==> src/rtl/core_interrupt_controller.sv <==
// Parametrised interrupt controller: IE/IF SFR pair, per-source edge/level
// detection, request, fixed-priority vector and sleep wake-up for the core FSM.

module core_int_src_det #(
   parameter logic EDGE = 1'b1,
   parameter logic RISE = 1'b1
) (
   input  logic i_src,
   input  logic i_prev,
   output logic o_ev
);
   logic w_edge_ev;
   logic w_lvl_ev;

   // RISE selects polarity for both modes: rising/active-high vs falling/active-low
   assign w_edge_ev = RISE ? (i_src & ~i_prev) : (~i_src & i_prev);
   assign w_lvl_ev  = (i_src == RISE);
   assign o_ev      = EDGE ? w_edge_ev : w_lvl_ev;
endmodule

module core_interrupt_controller #(
   parameter int                   DATA_WIDTH = 8,
   parameter int                   NUM_SRC    = 4,
   parameter int                   VEC_WIDTH  = 3,
   parameter logic [NUM_SRC-1:0]   EDGE_MASK  = 4'b0111,
   parameter logic [NUM_SRC-1:0]   RISE_MASK  = 4'b1111,
   parameter logic [DATA_WIDTH-1:0] IE_RESET  = 8'h00,
   parameter logic [DATA_WIDTH-1:0] IF_RESET  = 8'h00
) (
   input  logic                  i_clk,
   input  logic                  i_rst_n,
   input  logic [DATA_WIDTH-1:0] i_d,
   input  logic                  i_ie_wr_en,
   input  logic                  i_if_wr_en,
   input  logic                  i_gie_clr_en,
   input  logic                  i_gie_set_en,
   input  logic [NUM_SRC-1:0]    i_src_in,
   output logic [DATA_WIDTH-1:0] o_ie_q,
   output logic [DATA_WIDTH-1:0] o_if_q,
   output logic                  o_gie,
   output logic                  o_irq_req,
   output logic [VEC_WIDTH-1:0]  o_irq_vec,
   output logic                  o_wake
);
   localparam int MSB = DATA_WIDTH - 1;

   logic [DATA_WIDTH-1:0] r_ie;
   logic [NUM_SRC-1:0]    r_if;
   logic [NUM_SRC-1:0]    r_src_prev;
   logic [NUM_SRC-1:0]    w_ev;
   logic [NUM_SRC-1:0]    w_if_nxt;
   logic [NUM_SRC-1:0]    w_pend;
   logic [VEC_WIDTH-1:0]  w_vec;

   for (genvar g = 0; g < NUM_SRC; g++) begin : g_src
      core_int_src_det #(
         .EDGE (EDGE_MASK[g]),
         .RISE (RISE_MASK[g])
      ) u_det (
         .i_src  (i_src_in[g]),
         .i_prev (r_src_prev[g]),
         .o_ev   (w_ev[g])
      );
   end

   // Hardware set wins over a software write, so no event is ever lost
   assign w_if_nxt = w_ev | (i_if_wr_en ? i_d[NUM_SRC-1:0] : r_if);

   always_ff @(posedge i_clk) begin
      if (!i_rst_n) begin
         r_ie       <= IE_RESET;
         r_if       <= IF_RESET[NUM_SRC-1:0];
         r_src_prev <= ~RISE_MASK;
      end else begin
         r_src_prev <= i_src_in;
         r_if       <= w_if_nxt;
         if (i_ie_wr_en)
            r_ie[MSB-1:0] <= i_d[MSB-1:0];
         if (i_gie_clr_en)
            r_ie[MSB] <= 1'b0;
         else if (i_gie_set_en)
            r_ie[MSB] <= 1'b1;
         else if (i_ie_wr_en)
            r_ie[MSB] <= i_d[MSB];
      end
   end

   assign w_pend = r_ie[NUM_SRC-1:0] & r_if;

   // Source 0 is highest priority: scan downward so the lowest index lands last
   always_comb begin
      w_vec = '0;
      for (int i = NUM_SRC - 1; i >= 0; i--)
         if (w_pend[i])
            w_vec = VEC_WIDTH'(i);
   end

   assign o_ie_q    = r_ie;
   assign o_if_q    = {{(DATA_WIDTH-NUM_SRC){1'b0}}, r_if};
   assign o_gie     = r_ie[MSB];
   assign o_wake    = |w_pend;
   assign o_irq_req = r_ie[MSB] & (|w_pend);
   assign o_irq_vec = w_vec;
endmodule
==> config.mk <==
export PLATFORM = sky130hd
export DESIGN_NAME = core_interrupt_controller
export DESIGN_NICKNAME = d
export VERILOG_FILES = /design/src/rtl/core_interrupt_controller.sv
export SDC_FILE = /design/constraint.sdc
export NUM_CORES = 1
export LEC_CHECK = 0
export ABC_AREA = 0
export CORE_MARGIN = 2
export CORE_UTILIZATION = 40
export CTS_BUF_LIST = sky130_fd_sc_hd__clkbuf_8
export CTS_CLUSTER_SIZE = 12
export DETAILED_ROUTE_END_ITERATION = 12
export GPL_ROUTABILITY_DRIVEN = 1
export GPL_TIMING_DRIVEN = 0
export PLACE_DENSITY = 0.85
export SLEW_MARGIN = 15
export SYNTH_ARGS = -nofsm -noshare
export SYNTH_HDL_FRONTEND = slang
export SYNTH_SLANG_ARGS = --single-unit
==> constraint.sdc <==
create_clock -name i_clk -period 2 [get_ports i_clk]
set_input_delay 0.2 -clock i_clk [delete_from_list [all_inputs] [get_ports i_clk]]
set_output_delay 0.2 -clock i_clk [all_outputs]
set_load 0.03 [all_outputs]
== Word level (Yosys, flattened, before mapping) ==
Index checks and enable logic that the tools add are counted.

* Register bits after elaboration: 15
* Output and inout port bits: 22
* Input bits: 18
* Word-level logic and storage cells: 24

* Reduce and logical (&&, ||, !) cells: 3
* Muxes and demuxes: 7
* Bitwise operators: 10

{| class="wikitable"
|+ Operators with widths
! operator !! number
|-
| 3-bit 2-to-1 mux || 3
|-
| 1-bit AND || 4
|-
| 4-bit AND || 1
|-
| 4-bit 2-to-1 mux || 1
|-
| 1-bit NOT || 4
|-
| 4-bit OR || 1
|-
| 4-bit OR reduction || 1
|-
| 1-bit 2-to-1 mux || 2
|-
| 2-bit 2-to-1 mux || 1
|-
| 2-bit nonzero test || 1
|-
| 2-bit OR reduction || 1
|}

== Longest topological paths before layout ==
* Depth in word-level cells: 5
* Gate-level depth with buffers: 4
* Mapped depth without buffers: 3

== Hierarchy ==
A second synthesis with hierarchy kept.

* Cell total of the unflattened synthesis: 66
* Area total of the unflattened synthesis: 718.2 um2

{| class="wikitable"
|+ Modules (own cells, without submodules)
! module !! seq. area each (um2) !! area an instance (um2) !! cells an instance !! instances
|-
| core_interrupt_controller || 320.3 || 669.4 || 62 || 1
|-
| core_int_src_det at g_src[0].u_det ... || 0.0 || 13.8 || 1 || 3
|-
| core_int_src_det at g_src[3].u_det || 0.0 || 7.5 || 1 || 1
|}

== Worst setup path before layout ==
No wires, ideal clock.

* Path kind: register to output
* Start: register r_ie[2], in the netlist o_ie_q[2]
* End: output o_irq_req
* Path slack: 0.507 ns
* Path buffers: 0
* Cell stages (with the launch flop): 4
* Data required time: 1.800 ns
* Data arrival time: 1.293 ns
* Cell sequence: dfxtp_1 > a22oi_1 > nand2_1 > and2_1

* Word-level cells in the longest chain between the ends: 3

{| class="wikitable"
|+ Ends and longest elaborated chain
! element !! RTL line !! text
|-
| start, declared || 47 || <nowiki>logic [DATA_WIDTH-1:0] r_ie;</nowiki>
|-
| start signal, assigned by index || 78 || <nowiki>r_ie[MSB-1:0] <= i_d[MSB-1:0];</nowiki>
|-
| start signal, assigned by index || 84 || <nowiki>r_ie[MSB] <= i_d[MSB];</nowiki>
|-
| 4-bit AND || 88 || <nowiki>assign w_pend = r_ie[NUM_SRC-1:0] & r_if;</nowiki>
|-
| 4-bit OR reduction || n/a ||
|-
| net o_wake || 43 || <nowiki>output logic o_wake</nowiki>
|-
| 1-bit AND || 102 || <nowiki>assign o_irq_req = r_ie[MSB] & (|w_pend);</nowiki>
|-
| end, declared || 41 || <nowiki>output logic o_irq_req,</nowiki>
|}

The timed path passes the listed nets, and every way through them passes these cells.

== Final worst setup path ==
* Start: register r_if[2]
* End: output o_irq_req

* Word-level cells in the longest chain between the ends: 3

{| class="wikitable"
|+ Ends and longest elaborated chain
! element !! RTL line !! text
|-
| start, declared || 48 || <nowiki>logic [NUM_SRC-1:0] r_if;</nowiki>
|-
| start signal, assigned || 72 || <nowiki>r_if <= IF_RESET[NUM_SRC-1:0];</nowiki>
|-
| start signal, assigned || 76 || <nowiki>r_if <= w_if_nxt;</nowiki>
|-
| 4-bit AND || 88 ||
|-
| 4-bit OR reduction || 102 ||
|-
| 1-bit AND || 102 ||
|}

Every way passes these cells.

==> results_tabular.tex <==
\begin{tabular}{lr}
\hline
Metric & Value \\
\hline
\multicolumn{2}{l}{\textbf{Outcome}} \\
Run status & completed \\
\multicolumn{2}{l}{\textbf{Power and ir drop}} \\
Leakage power & roughly 0.46 nW \\
Overall power consumption & $\sim$0.76 mW \\
Power per cell area & between 700 and 800 nW/µm² \\
Peak supply drop & $\sim$0.00054 V \\
\multicolumn{2}{l}{\textbf{Worst setup path}} \\
Startpoint class of the critical path & register \\
Delay of the slowest cell on the worst path & around 580 ps \\
Cells along the critical path & a22oi\_1, nand2\_1, and2\_1, clkdlybuf4s50\_1 \\
Worst EP required & 1800 ps \\
Cell class contributing the biggest share of worst-path delay & buffers and inverters \\
Critical Path End Type & output port \\
Category of the most critical setup path & reg -> out \\
CP max-delay cell & sky130\_fd\_sc\_hd\_\_clkdlybuf4s50\_1 \\
Peak fanout along the critical path & 4 \\
Combined buffer and inverter count along the critical path & 1 \\
Data arrival time of the critical path & 1680 ps \\
\multicolumn{2}{l}{\textbf{Layout}} \\
Top library cells by usage in the layout, fill and taps aside & 33 x sky130\_fd\_sc\_hd\_\_clkdlybuf4s50\_1, 15 x sky130\_fd\_sc\_hd\_\_dfxtp\_1, 10 x sky130\_fd\_sc\_hd\_\_mux2i\_1, 9 x sky130\_fd\_sc\_hd\_\_nor2b\_1, 6 x sky130\_fd\_sc\_hd\_\_buf\_4 \\
Sequential cell area in the final layout & between 300 and 400 µm² \\
Final Net Count & approximately 120 \\
Area occupied by multi-input gates & about 320 µm² \\
Layout cells sized above 1 & 0.106 \\
Total of fill cells in the finished design & 120 \\
Total inserted antenna cells & 0 \\
Leading cell type in the layout, fill and taps excluded & sky130\_fd\_sc\_hd\_\_clkdlybuf4s50\_1 \\
Final std cells w/o fill & 120 \\
Area growth from synthesis to layout & 62.1\% \\
\multicolumn{2}{l}{\textbf{Timing}} \\
Fin. Hold Viols & 0 \\
Final clock skew & 1.18 ps \\
Final max-slew violation count & 0 \\
TNS Setup & 0 ps \\
Highest Clock Rate & between 500 and 600 MHz \\
Final count of negative-setup-slack endpoints & 0 \\
Final critical path time including I/O delays and setup & 1880 ps \\
Unrepaired setup endpoints after global routing & false \\
Final worst path period share & 0.938 \\
\multicolumn{2}{l}{\textbf{Yosys}} \\
Part of the Yosys area used for sequential elements & 0.455 \\
Post-synthesis instance area & $\sim$660 µm² \\
Yosys cell types & 18 \\
Per-instance average area after synthesis & around 10 µm² \\
Post-synthesis sequential element count & 15 \\
Gate count of the mapped netlist & 63 \\
Total of warnings raised by yosys & 0 \\
\multicolumn{2}{l}{\textbf{Routing}} \\
DR iter-0 viols & 3 \\
Routed WL & around 1400 µm \\
Detailed-route DRC error count & 0 \\
DR vias/cell & $\sim$4.8 \\
Number of vias in the routed layout & 573 \\
Remaining number of nets flagged by the antenna check after routing & 0 \\
WL/cell & around 12 µm \\
Drt first pass iters & 4 \\
\multicolumn{2}{l}{\textbf{Floorplan}} \\
IO Count & 40 \\
Number of rows created at floorplan & 14 \\
Floorplan die width & between 40 and 50 µm \\
Die Area & around 2000 µm² \\
Core region area & roughly 1500 µm² \\
Chip Height & 44.6 µm \\
Initial Util & 0.433 \\
\multicolumn{2}{l}{\textbf{GRT}} \\
Aggregate global routing overflow & 0 \\
Wire length of the first global-routing pass & 2290 µm \\
GRT Overall Usage & 0.165 \\
Antenna violations before repair & 0 \\
Pin count of the biggest net entering global routing & 11 \\
Vias in the first global route & around 540 \\
\multicolumn{2}{l}{\textbf{Min path}} \\
Hold Crit Class & in -> reg \\
\multicolumn{2}{l}{\textbf{Placement}} \\
Half-perimeter wire length after placement & 1080 µm \\
Routability Congestion & roughly 0.73 \\
Placed Cells & between 100 and 150 \\
Number of input and output port buffers inserted & 33 \\
\multicolumn{2}{l}{\textbf{Clock tree}} \\
Resized cells post-CTS & 0 \\
Root Buffer & sky130\_fd\_sc\_hd\_\_clkbuf\_8 \\
Buffer count from post-CTS setup fixing & 0 \\
CTS sink cnt & 15 \\
Deepest clock path buffer count & 2 \\
Clock tree from TritonCTS & done \\
Number of buffers added by the clock tree synthesis step & 3 \\
Hold buffers post-CTS & 0 \\
CTS clk-pin slew, worst paths & roughly 60 ps \\
Insertion delay to the later sink of the worst-skew pair & 250 ps \\
CTS H-tree depth & 1 \\
\multicolumn{2}{l}{\textbf{Run}} \\
Maximum capacitance violations & 0 \\
\hline
\end{tabular}
tightest hold or removal path, cell delays in order:
cell	delay [ps]
sky130_fd_sc_hd__buf_6	130
sky130_fd_sc_hd__mux2i_1	80
sky130_fd_sc_hd__nor2b_1	100
sequential cells by signal, indices dropped and copies added (netlist names):
name	cells
o_ie_q	8
r_if	4
r_src_prev	3
metrics by stage:
| step | utilization | setup WS [ps] | area, µm² | hold WS, ps |
|---|---|---|---|---|
| 2_1_floorplan | - | 507 | 676 | 276 |
| 3_3_place_gp | 0.673 | 396 | 1030 | 477 |
| 3_5_place_dp | 0.673 | 386 | 1030 | 489 |
| 4_1_cts | 0.703 | 110 | 1070 | 292 |
| 5_1_grt | 0.703 | 9.98 | 1070 | 303 |
| 6_report | 0.703 | 124 | 1070 | 302 |
power by group:
| part | internal (mW) | switching [mW] | total, mW |
|---|---|---|---|
| Combinational | 0.0993 | 0.0947 | 0.194 |
| Clock | 0.136 | 0.101 | 0.237 |
| Sequential | 0.318 | 0.0146 | 0.333 |
| Total | 0.554 | 0.210 | 0.764 |
layer usage:
layer,global-route usage,wire (µm),share of wire
met1,0.181,562,0.40
met2,0.270,697,0.50
met3,0.0408,103,0.073
met4,0.127,42,0.030
met5,0,0,0
layout make-up:
cell class	count	share of cell area
Timing Repair Buffer	33	0.308
Multi-Input combinational cell	44	0.294
Sequential cell	15	0.280
Buffer	8	0.0561
Clock buffer	3	0.0386
Tap cell	16	0.0187
Clock inverter	1	0.00350
synth_stat cells:
library cell               instances  area, µm²
sky130_fd_sc_hd__buf_4             6       45.0
sky130_fd_sc_hd__clkbuf_1          1       3.75
sky130_fd_sc_hd__a32oi_1           1       8.76
sky130_fd_sc_hd__o21a_1            1       7.51
sky130_fd_sc_hd__and2_1            4       25.0
sky130_fd_sc_hd__buf_6             1       11.3
sky130_fd_sc_hd__mux2i_1          10        100
sky130_fd_sc_hd__a21boi_0          3       22.5
sky130_fd_sc_hd__nand2b_1          3       18.8
sky130_fd_sc_hd__dfxtp_1          15        300
sky130_fd_sc_hd__nor2b_1           9       56.3
sky130_fd_sc_hd__a211oi_1          1       7.51
sky130_fd_sc_hd__a21oi_1           1       5.00
sky130_fd_sc_hd__conb_1            1       3.75
sky130_fd_sc_hd__nor3b_1           1       7.51
sky130_fd_sc_hd__nand2_1           2       7.51
sky130_fd_sc_hd__mux2_4            1       15.0
sky130_fd_sc_hd__a22oi_1           2       15.0
logic make-up (layout without fill, tap and decap cells):
family	count (synthesis)	in the layout	share of synthesized area
compound gates	9	9	0.100
buf+inv	8	45	0.0909
flops	15	15	0.455
mux	11	11	0.174
other cells	1	5	0.00568
simple gates	19	19	0.174
worst paths after layout:
kind | start | to | slack (ps) | cells past startpoint
max | r_if[2] | o_irq_req | 120 | 4
min | i_ie_wr_en | o_ie_q[3] | 300 | 3
max reg2reg | r_if[3] | r_if[3] | 1130 | 2
min reg2reg | r_src_prev[1] | r_if[1] | 490 | 2
No activity file was read; power rests on OpenSTA's default activity.
